### config.mk
export PLATFORM = sky130hd
export DESIGN_NAME = key_debouncer_flat
export DESIGN_NICKNAME = d
export VERILOG_FILES = /design/src/rtl/key_debouncer_if.sv /design/src/rtl/key_debouncer.sv /design/src/flat_wrapper.sv
export SDC_FILE = /design/constraint.sdc
export NUM_CORES = 1
export LEC_CHECK = 0
export BUFFER_PORTS_ARGS = -buffer_cell sky130_fd_sc_hd__buf_2
export CORE_ASPECT_RATIO = 0.8
export CORE_MARGIN = 4
export CORE_UTILIZATION = 40
export DETAILED_ROUTE_END_ITERATION = 16
export PLACE_DENSITY_LB_ADDON = 0.08
export SETUP_SLACK_MARGIN = 0.5
export SKIP_CTS_REPAIR_TIMING = 1
export SLEW_MARGIN = 20
export SYNTH_ARGS = -nofsm -noshare
export SYNTH_HDL_FRONTEND = slang
export SYNTH_SLANG_ARGS = --single-unit
### constraint.sdc
create_clock -name CLOCK_50 -period 5 [get_ports CLOCK_50]
set_input_delay 0.75 -clock CLOCK_50 [delete_from_list [all_inputs] [get_ports CLOCK_50]]
set_output_delay 0.75 -clock CLOCK_50 [all_outputs]
set_load 0.1 [all_outputs]
### src/rtl/key_debouncer_if.sv
// Key bundle between raw push-buttons and the debouncer: raw active-low keys in,
// debounced level/pulses/count out.
interface key_debouncer_if #(
  parameter int NUM_KEYS = 4
);
  logic [NUM_KEYS-1:0] key_n;
  logic [NUM_KEYS-1:0] key_level;
  logic [NUM_KEYS-1:0] key_press;
  logic [NUM_KEYS-1:0] key_release;
  logic                key_any;
  logic [7:0]          key_count;

  modport master (
    output key_n,
    input  key_level, key_press, key_release, key_any, key_count
  );

  modport slave (
    input  key_n,
    output key_level, key_press, key_release, key_any, key_count
  );
endinterface

### src/rtl/key_debouncer.sv
// Per-key debouncer: 2-flop sync, 4-state accept FSM with stability counter,
// registered press/release pulses and a modulo-256 count of accepted presses.
module key_debouncer #(
  parameter int DEBOUNCE_CYCLES = 250000,
  parameter int NUM_KEYS        = 4
) (
  input logic           CLOCK_50,
  input logic           reset_n,
  key_debouncer_if.slave keys
);

  localparam int CW = (DEBOUNCE_CYCLES > 2) ? $clog2(DEBOUNCE_CYCLES) : 1;
  localparam logic [CW-1:0] CNT_LAST = CW'(DEBOUNCE_CYCLES - 1);

  // Bit 1 of the encoding is the debounced level, so key_level comes straight off a flop.
  typedef enum logic [1:0] {
    IDLE         = 2'b00,
    PRESS_WAIT   = 2'b01,
    PRESSED      = 2'b10,
    RELEASE_WAIT = 2'b11
  } state_t;

  state_t              state     [NUM_KEYS];
  state_t              state_nxt [NUM_KEYS];
  logic [CW-1:0]       cnt       [NUM_KEYS];
  logic [CW-1:0]       cnt_nxt   [NUM_KEYS];
  logic [NUM_KEYS-1:0] sync_meta;
  logic [NUM_KEYS-1:0] sync;
  logic [NUM_KEYS-1:0] press_nxt;
  logic [NUM_KEYS-1:0] release_nxt;
  logic [NUM_KEYS-1:0] press_q;
  logic [NUM_KEYS-1:0] release_q;
  logic [NUM_KEYS-1:0] level;
  logic [7:0]          press_pop;
  logic [7:0]          count_q;

  // Synchronizers idle at 1 (released) so reset never looks like a press.
  always_ff @(posedge CLOCK_50) begin
    if (!reset_n) begin
      sync_meta <= '1;
      sync      <= '1;
    end else begin
      sync_meta <= keys.key_n;
      sync      <= sync_meta;
    end
  end

  always_ff @(posedge CLOCK_50) begin
    if (!reset_n) begin
      for (int i = 0; i < NUM_KEYS; i++) begin
        state[i] <= IDLE;
        cnt[i]   <= '0;
      end
      press_q   <= '0;
      release_q <= '0;
      count_q   <= '0;
    end else begin
      for (int i = 0; i < NUM_KEYS; i++) begin
        state[i] <= state_nxt[i];
        cnt[i]   <= cnt_nxt[i];
      end
      press_q   <= press_nxt;
      release_q <= release_nxt;
      count_q   <= count_q + press_pop;
    end
  end

  always_comb begin
    press_nxt   = '0;
    release_nxt = '0;
    for (int i = 0; i < NUM_KEYS; i++) begin
      state_nxt[i] = state[i];
      cnt_nxt[i]   = cnt[i];
      case (state[i])
        IDLE: begin
          if (!sync[i]) begin
            state_nxt[i] = PRESS_WAIT;
            cnt_nxt[i]   = '0;
          end
        end
        PRESS_WAIT: begin
          if (sync[i]) begin
            state_nxt[i] = IDLE;
          end else if (cnt[i] == CNT_LAST) begin
            state_nxt[i] = PRESSED;
            press_nxt[i] = 1'b1;
          end else begin
            cnt_nxt[i] = cnt[i] + CW'(1);
          end
        end
        PRESSED: begin
          if (sync[i]) begin
            state_nxt[i] = RELEASE_WAIT;
            cnt_nxt[i]   = '0;
          end
        end
        RELEASE_WAIT: begin
          if (!sync[i]) begin
            state_nxt[i] = PRESSED;
          end else if (cnt[i] == CNT_LAST) begin
            state_nxt[i]   = IDLE;
            release_nxt[i] = 1'b1;
          end else begin
            cnt_nxt[i] = cnt[i] + CW'(1);
          end
        end
        default: state_nxt[i] = IDLE;
      endcase
    end
  end

  // Count is added at the same edge that registers the pulse, so both appear together.
  always_comb begin
    press_pop = '0;
    for (int i = 0; i < NUM_KEYS; i++) begin
      press_pop = press_pop + 8'(press_nxt[i]);
      level[i]  = state[i][1];
    end
  end

  assign keys.key_level   = level;
  assign keys.key_press   = press_q;
  assign keys.key_release = release_q;
  assign keys.key_any     = |level;
  assign keys.key_count   = count_q;

endmodule

### src/flat_wrapper.sv
// flat-port wrapper written by rule: the top's interface ports become plain ports
module key_debouncer_flat 
#(
  parameter int DEBOUNCE_CYCLES = 250000,
  parameter int NUM_KEYS        = 4
)
  (CLOCK_50, reset_n, keys_key_n, keys_key_level, keys_key_press, keys_key_release, keys_key_any, keys_key_count);
  key_debouncer_if #(.NUM_KEYS(NUM_KEYS)) keys_i ();
  input logic CLOCK_50;
  input logic reset_n;
  input wire logic [$bits(keys_i.key_n)-1:0] keys_key_n;
  output wire logic [$bits(keys_i.key_level)-1:0] keys_key_level;
  output wire logic [$bits(keys_i.key_press)-1:0] keys_key_press;
  output wire logic [$bits(keys_i.key_release)-1:0] keys_key_release;
  output wire logic [$bits(keys_i.key_any)-1:0] keys_key_any;
  output wire logic [$bits(keys_i.key_count)-1:0] keys_key_count;
  assign keys_i.key_n = keys_key_n;
  assign keys_key_level = keys_i.key_level;
  assign keys_key_press = keys_i.key_press;
  assign keys_key_release = keys_i.key_release;
  assign keys_key_any = keys_i.key_any;
  assign keys_key_count = keys_i.key_count;
  key_debouncer #(.DEBOUNCE_CYCLES(DEBOUNCE_CYCLES), .NUM_KEYS(NUM_KEYS)) u_core (.CLOCK_50(CLOCK_50), .reset_n(reset_n), .keys(keys_i));
endmodule
==> results.sh, run 1 <==
export IMPL_outcome="finished clean"
export IMPL_setup_reg_to_reg_worst_slack_ps=1170
export IMPL_pin_count_of_the_biggest_net_entering_global_routing=31
export IMPL_core_um2=12400
export IMPL_critPathLaunchType="register"
export IMPL_synth_yosys_warnings=0
export IMPL_vias_per_cell=5.34
export IMPL_synth_xor_area_share_pct=7.75
export IMPL_start_util_pct=41.8
export IMPL_synth_ff_latch_count=104
export IMPL_number_of_enable_type_register_cells_in_the_synthesized_netlist=0
export IMPL_timing_hold_worst_path_depth=1
export IMPL_setup_violations=0
export IMPL_area_growth_syn_to_layout_pct=9.84
export IMPL_synthesis_instances=613
export IMPL_r2r_start="u_core.cnt[1][4]"
export IMPL_tritoncts_num_buffers=9
export IMPL_critPathCaptureType="register"
export IMPL_grt_pass1_wl_mm=19.1
export IMPL_post_place_cells=785
export IMPL_final_hold_viol_count=0
export IMPL_clk_root_buffer_cell="sky130_fd_sc_hd__clkbuf_16"
export IMPL_synth_simple_gate_area_share_pct=30.1
export IMPL_rr_endpoint="u_core.keys.key_count[4]"
export IMPL_synthAdderAreaFrac_pct=4.38
export IMPL_whs_ps=407
export IMPL_gp_congestion=0.879
export IMPL_postSynthNetCount=636
export IMPL_mostFrequentLayoutCell="sky130_fd_sc_hd__dfxtp_1"
export IMPL_clock_tree_from_tritoncts="built"
export IMPL_cts_htree_levels=3
export IMPL_post_route_drc_count=0
export IMPL_clkTransAtPathRegs_ps=70
export IMPL_antenna_violations_before_repair=0
export IMPL_grt_pass1_vias=3886
export IMPL_number_of_drc_violations_after_detailed_routing_iteration_0=281
export IMPL_cts_num_sinks=104
export IMPL_post_route_cells_drive_above_1_share_pct=9.05
export IMPL_required_ps=5220
export IMPL_row_count=36
export IMPL_drv_slew=0
export IMPL_die_h_um=110
export IMPL_worst_ir_drop_vdd_uv=224
export IMPL_drt_pre_antenna_iters=5
export IMPL_dp_hpwl_mm=7.74
export IMPL_antennaDiodeCount=0
export IMPL_period_minus_slack_ps=3830
export IMPL_drv_max_cap_violation_count=0
export IMPL_synth_mux_area_share_pct=1.64
export IMPL_synth_lib_cells_used_distinct=65
export IMPL_hold_path_startpoint="u_core.sync_meta[3]"
export IMPL_finish_cell_count_without_fillers=801
export IMPL_layout_skew_ps=7.84
export IMPL_max_slew_margin_rel_pct=28.7
export IMPL_tightestPinTransition_ps=1060
export IMPL_width_of_the_chip_um=135
export IMPL_hold_path_class="register to register"
export IMPL_numPortBuffers=26
export IMPL_finalNetCount=648
export IMPL_floorplan_io_pins=27
export IMPL_grt_util_all_layers_pct=15.8
export IMPL_cell_depth_of_the_worst_flop_to_flop_path=12
export IMPL_synth_top_flop_cell="sky130_fd_sc_hd__dfxtp_1"
export IMPL_clkLatencyLatePin_ps=350
export IMPL_syn_area_um2=5200
export IMPL_layout_filler_cells=1226
export IMPL_min_delay_worst_endpoint="u_core.sync[3]"
export IMPL_critical_path_max_fanout=6
export IMPL_critPathKind="register to register"
export IMPL_most_common_layout_cells="sky130_fd_sc_hd__dfxtp_1, sky130_fd_sc_hd__nor2_1, sky130_fd_sc_hd__nand2_1"
export IMPL_power_total_mw=1.79
export IMPL_via_count=4275
export IMPL_congestion_overflow_gr=0
export IMPL_final_min_period_over_clock_period_pct=76.5
export IMPL_ctsLongestPathBuffers=2
export IMPL_synth_sequential_area_ratio_pct=40.0
export IMPL_rsz0062_at_grt="false"
export IMPL_largest_family_of_logic_cells_by_synthesized_area="simple AND/OR/NAND/NOR gates"
export IMPL_cp_data_arrival_time_ps=4040
export IMPL_pwr_density_cell_nw_per_um2=314
export IMPL_finalWirelength_mm=11.2
export IMPL_power_leakage_nw=2.13
export IMPL_synth_async_sr_flop_share_pct=0
export IMPL_die_area_um2=14900
export IMPL_tns_ps=0
export IMPL_synthesis_area_per_instance_um2=8.48
export IMPL_timing_fmax_ghz=0.261
export IMPL_wl_per_cell_um=13.9
export IMPL_complex_gate_fraction_of_the_synthesized_area_pct=12.2
export IMPL_postRouteAntennaNets=0
==> metal layers <==
metal	GRT usage [%]	part of all wire [%]	up-vias
met3	5.03	5.1	5
met5	0	0	-
li1	-	-	2209
met4	3.17	0.61	0
met1	23.7	55	1967
met2	22.1	40	94
==> power breakdown <==
part	internal, mW	switching [mW]	total (mW)
Clock	0.342	0.330	0.673
Combinational	0.0782	0.176	0.254
Sequential	0.845	0.0237	0.868
==> worst max-delay path, cell delays in order, from the launching register on <==
cell and delay, ps:
sky130_fd_sc_hd__dfxtp_1 370, sky130_fd_sc_hd__or4_4 570, sky130_fd_sc_hd__nor4_4 350, sky130_fd_sc_hd__and3_1 330, sky130_fd_sc_hd__nor3b_1 230, sky130_fd_sc_hd__ha_1 270, sky130_fd_sc_hd__fa_1 440, sky130_fd_sc_hd__ha_1 220
sky130_fd_sc_hd__fa_1 410, sky130_fd_sc_hd__a21o_1 200, sky130_fd_sc_hd__nand2_1 100, sky130_fd_sc_hd__xor2_1 160, sky130_fd_sc_hd__nor2_1 50
==> worst max path at each step <==
stage	start	endpoint	slack (ps)
final	u_core.cnt[1][4]	u_core.keys.key_count[4]	1170
after global routing	u_core.cnt[0][0]	u_core.keys.key_count[4]	820
after CTS	u_core.cnt[1][4]	u_core.keys.key_count[4]	1150
after detailed placement	u_core.cnt[1][4]	u_core.keys.key_count[4]	1180
after global placement	u_core.cnt[1][4]	u_core.keys.key_count[4]	1240
after floorplan	u_core.cnt[1][4]	u_core.keys.key_count[4]	1450
==> logic make-up (layout without fill, tap and decap cells) <==
group                      Yosys count  count (layout)
AOI/OAI and AO/OA                  101             101
muxes                                8               8
and+or+nand+nor                    293             293
adders and majority gates           17              17
xor gates and xnor gates            46              46
buffers and inverters               44              61
DFF                                104             104
==> layout make-up <==
cell class | instances | area [µm²] | area share (%)
clock buffer | 9 | 225 | 3.94
sequential | 104 | 2080 | 36.5
tap | 171 | 214 | 3.75
multi-input combinational | 465 | 2930 | 51.2
timing repair buffer | 28 | 145 | 2.54
clock inverter | 7 | 55.1 | 0.964
inverter | 17 | 63.8 | 1.12
==> cell usage after synthesis (3+ instances only) <==
library cell	count	area [µm²]
sky130_fd_sc_hd__nor2_1	68	255
sky130_fd_sc_hd__o2111ai_1	4	35.0
sky130_fd_sc_hd__and4b_1	3	30.0
sky130_fd_sc_hd__or4_1	4	30.0
sky130_fd_sc_hd__nand4_1	20	125
sky130_fd_sc_hd__nand2_1	58	218
sky130_fd_sc_hd__xor2_1	31	272
sky130_fd_sc_hd__nand2b_1	11	68.8
sky130_fd_sc_hd__dfxtp_1	104	2080
sky130_fd_sc_hd__nand3_1	34	170
sky130_fd_sc_hd__a21o_1	5	37.5
sky130_fd_sc_hd__a21oi_1	27	135
sky130_fd_sc_hd__buf_4	4	30.0
sky130_fd_sc_hd__o21ai_0	28	140
sky130_fd_sc_hd__o21ai_1	3	15.0
sky130_fd_sc_hd__and4_1	5	43.8
sky130_fd_sc_hd__ha_1	15	188
sky130_fd_sc_hd__nor4_1	5	31.3
sky130_fd_sc_hd__mux2i_1	6	60.1
sky130_fd_sc_hd__a211oi_1	3	22.5
sky130_fd_sc_hd__a31oi_1	6	37.5
sky130_fd_sc_hd__inv_1	17	63.8
sky130_fd_sc_hd__clkbuf_1	14	52.6
sky130_fd_sc_hd__buf_2	7	35.0
sky130_fd_sc_hd__and2_1	8	50.1
sky130_fd_sc_hd__and3_1	17	106
sky130_fd_sc_hd__nor4b_1	8	70.1
sky130_fd_sc_hd__nor3_1	14	70.1
sky130_fd_sc_hd__o31ai_1	3	22.5
sky130_fd_sc_hd__xnor2_1	15	131
sky130_fd_sc_hd__or3_1	14	87.6
sky130_fd_sc_hd__o211ai_1	4	30.0
sky130_fd_sc_hd__nor3b_1	5	37.5
==> metrics by stage <==
stage,util [%],setup slack [ps],instance area (µm²)
floorplan,-,1450,5200
global placement,43.6,1240,5420
detailed placement,43.6,1180,5420
CTS,45.8,1150,5700
global route,45.9,824,5710
finish,45.9,1170,5710
==> flip-flops by register name (all words and copies together) (netlist names), named ones only <==
| signal | cells |
|---|---|
| u_core.keys.key_press | 4 |
| u_core.keys.key_release | 4 |
| u_core.state | 4 |
| u_core.sync_meta | 4 |
| u_core.keys.key_count | 8 |
| u_core.cnt | 72 |
| u_core.sync | 4 |
(Power assumes the default switching activity.)
==> run 2, diff against run 1 <==
--- a/config.mk
+++ b/config.mk
@@ -5,6 +5,7 @@
 export SDC_FILE = /design/constraint.sdc
 export NUM_CORES = 1
 export LEC_CHECK = 0
+export ABC_AREA = 1
 export BUFFER_PORTS_ARGS = -buffer_cell sky130_fd_sc_hd__buf_2
 export CORE_ASPECT_RATIO = 0.8
 export CORE_MARGIN = 4
==> constraint.sdc (replaced) <==
create_clock -name CLOCK_50 -period 3.8 [get_ports CLOCK_50]
set_input_delay 0.57 -clock CLOCK_50 [delete_from_list [all_inputs] [get_ports CLOCK_50]]
set_output_delay 0.57 -clock CLOCK_50 [all_outputs]
set_load 0.1 [all_outputs]
==> run 2 against run 1 <==
Area after synthesis is 18% higher; global-route usage is 1.1 points higher; fmax is 23% higher; first-iteration DRC count is 33% higher; non-clock buffer count is 3 higher; cell area is 17% higher; utilization is 1.6 points lower; count of clock-buffer cells in the layout is 4 higher; clock skew is 0.68 ps lower; hold slack worse by 7.9 ps; critical endpoint is now u_core.keys.key_count[6]; largest cell class unchanged.
==> results.sh, run 2 <==
export IMPL_outcome="finished clean"
export IMPL_layout_skew_ps=7.16
export IMPL_synthAdderAreaFrac_pct=3.72
export IMPL_most_common_layout_cells="sky130_fd_sc_hd__nand2_1, sky130_fd_sc_hd__nor2_1, sky130_fd_sc_hd__inv_1"
export IMPL_post_route_drc_count=0
export IMPL_top_register="u_core.cnt"
export IMPL_netlist_top_cells_count="sky130_fd_sc_hd__nand2_1, sky130_fd_sc_hd__nor2_1, sky130_fd_sc_hd__inv_1"
export IMPL_required_ps=4090
export IMPL_grt_pass1_wl_mm=24.3
export IMPL_clock_tree_from_tritoncts="built"
export IMPL_congestion_overflow_gr=0
export IMPL_tritoncts_num_buffers=9
export IMPL_pwr_density_cell_nw_per_um2=379
export IMPL_wl_per_cell_um=12.7
export IMPL_row_count=40
export IMPL_dp_hpwl_mm=10.5
export IMPL_synth_top_cells_by_area="sky130_fd_sc_hd__dfxtp_1, sky130_fd_sc_hd__nand2_1, sky130_fd_sc_hd__nor2_1, sky130_fd_sc_hd__inv_1, sky130_fd_sc_hd__nand3_1"
export IMPL_synth_async_sr_flop_share_pct=0
export IMPL_synth_most_common_cell="sky130_fd_sc_hd__nand2_1"
export IMPL_period_minus_slack_ps=3100
export IMPL_core_um2=15000
export IMPL_synth_xor_area_share_pct=2.72
export IMPL_mostFrequentLayoutCell="sky130_fd_sc_hd__nand2_1"
export IMPL_rsz0062_at_grt="true"
export IMPL_postRouteAntennaNets=0
export IMPL_finalNetCount=981
export IMPL_synth_lib_cells_used_distinct=40
export IMPL_complex_gate_fraction_of_the_synthesized_area_pct=8.51
export IMPL_largest_reg_flops=72
export IMPL_drt_pre_antenna_iters=5
export IMPL_synth_ff_latch_count=104
export IMPL_ctsLongestPathBuffers=2
export IMPL_whs_ps=399
export IMPL_tns_ps=0
export IMPL_synth_mux_area_share_pct=0
export IMPL_antenna_violations_before_repair=0
export IMPL_clkTransAtPathRegs_ps=70
export IMPL_cts_htree_levels=3
export IMPL_cts_num_sinks=104
export IMPL_setup_violations=0
export IMPL_floorplan_io_pins=27
export IMPL_drv_max_cap_violation_count=0
export IMPL_timing_fmax_ghz=0.323
export IMPL_final_hold_viol_count=0
export IMPL_vias_per_cell=4.84
export IMPL_critical_path_max_fanout=6
export IMPL_met3RoutedLength_um=511
export IMPL_die_area_um2=17300
export IMPL_worst_ir_drop_vdd_uv=196
export IMPL_highest_layer="met4"
export IMPL_yosys_area_top_type_share_pct=34.0
export IMPL_via_count=5571
export IMPL_start_util_pct=40.7
export IMPL_area_growth_syn_to_layout_pct=8.86
export IMPL_drv_slew=0
export IMPL_syn_area_um2=6120
export IMPL_critPathCaptureType="register"
export IMPL_critPathKind="register to register"
export IMPL_die_h_um=119
export IMPL_grt_pass1_vias=4832
export IMPL_antennaDiodeCount=0
export IMPL_power_leakage_nw=2.57
export IMPL_synth_yosys_warnings=0
export IMPL_clkLatencyLatePin_ps=350
export IMPL_number_of_drc_violations_after_detailed_routing_iteration_0=373
export IMPL_postSynthNetCount=964
export IMPL_number_of_enable_type_register_cells_in_the_synthesized_netlist=0
export IMPL_synthesis_instances=941
export IMPL_pin_count_of_the_biggest_net_entering_global_routing=35
export IMPL_post_route_met1_wirelength_mm=7.85
export IMPL_cp_data_arrival_time_ps=3390
export IMPL_max_slew_margin_rel_pct=53.7
export IMPL_synth_top_flop_cell="sky130_fd_sc_hd__dfxtp_1"
export IMPL_met2WireLength_mm=6.04
export IMPL_synth_sequential_area_ratio_pct=34.0
export IMPL_gp_congestion=0.819
export IMPL_finalWirelength_mm=14.6
export IMPL_post_route_cells_drive_above_1_share_pct=12.1
export IMPL_largest_family_of_logic_cells_by_synthesized_area="simple AND/OR/NAND/NOR gates"
export IMPL_synth_simple_gate_area_share_pct=40.9
export IMPL_final_min_period_over_clock_period_pct=81.5
export IMPL_synthesis_area_per_instance_um2=6.50
export IMPL_critPathLaunchType="register"
export IMPL_hold_path_class="input port to register"
export IMPL_width_of_the_chip_um=146
export IMPL_tightestPinTransition_ps=695
export IMPL_clk_root_buffer_cell="sky130_fd_sc_hd__clkbuf_16"
export IMPL_grt_util_all_layers_pct=16.9
export IMPL_numPortBuffers=26
export IMPL_synth_area_leader_cell="sky130_fd_sc_hd__dfxtp_1"
## run 2: cell types whose count changed after synthesis, moves of 14 or more
cell                      delta
sky130_fd_sc_hd__xor2_1     -14
sky130_fd_sc_hd__nand2_1   +187
sky130_fd_sc_hd__nand4_1    +15
sky130_fd_sc_hd__a21oi_1    +20
sky130_fd_sc_hd__inv_1      +94
sky130_fd_sc_hd__and3_1     -17
sky130_fd_sc_hd__nand3_1    +27
sky130_fd_sc_hd__nor2_1     +90
sky130_fd_sc_hd__or3_1      -14
## run 2: kinds of logic after synthesis
logic type	after synthesis
AO/OA/AOI/OAI	93
XOR/XNOR	19
adder cells (fa/ha/maj)	17
buffers and inverters	144
flip-flops	104
AND/OR/NAND/NOR	564
## run 2: worst max-delay path, stage by stage (launching register included)
cell	delay, ps
sky130_fd_sc_hd__dfxtp_2	370
sky130_fd_sc_hd__ha_2	200
sky130_fd_sc_hd__inv_1	70
sky130_fd_sc_hd__nor2_2	150
sky130_fd_sc_hd__nand4_1	200
sky130_fd_sc_hd__nor2_1	180
sky130_fd_sc_hd__ha_1	260
sky130_fd_sc_hd__fa_1	440
sky130_fd_sc_hd__ha_2	200
sky130_fd_sc_hd__fa_1	370
sky130_fd_sc_hd__nand2_1	70
sky130_fd_sc_hd__inv_1	50
sky130_fd_sc_hd__o21ai_2	150
sky130_fd_sc_hd__nor2_1	60
sky130_fd_sc_hd__nand2_1	70
sky130_fd_sc_hd__o21ai_0	70
sky130_fd_sc_hd__a21oi_1	120
## run 2: area by class of cell
class	count	area, µm²
fill	1614	8360
multi-input combinational	693	3460
sequential	104	2090
inverter	119	447
clock buffer	13	250
tap	189	236
timing repair buffer	31	168
clock inverter	1	5.00
## run 2: per-layer routing
layer  vias to the layer above  global-route usage (%)
met5                         -                       0
met4                         0                    3.70
met3                        11                    3.60
met2                        78                    24.7
met1                      2466                    25.4
li1                       3016                       -
## run 2: path summary, 6_finish.rpt
kind         slack, ps                  endpoint                 from  cells past startpoint
min reg2reg        420            u_core.sync[1]  u_core.sync_meta[1]                      1
min                400       u_core.sync_meta[3]        keys_key_n[3]                      2
max                700  u_core.keys.key_count[6]     u_core.cnt[0][0]                     16
max reg2reg        700  u_core.keys.key_count[6]     u_core.cnt[0][0]                     16
## run 2: stage by stage
step           util [%]  cell area [µm²]  std cells  total power, mW  worst slack, ps
2_1_floorplan         -             6120        941             1.61              760
3_3_place_gp       42.2             6330       1133             1.71              536
3_5_place_dp       42.2             6330       1133             1.70              422
4_1_cts            43.9             6590       1147             2.56              401
5_1_grt            44.4             6660       1150             2.67              475
6_report           44.4             6660       1150             2.52              701
## run 2: report_power, final
group	switching (mW)	internal (mW)	leakage (nW)
logic	0.390	0.124	1.60
registers	0.0331	1.12	0.845
clock network	0.395	0.455	0.126
total	0.819	1.70	2.57
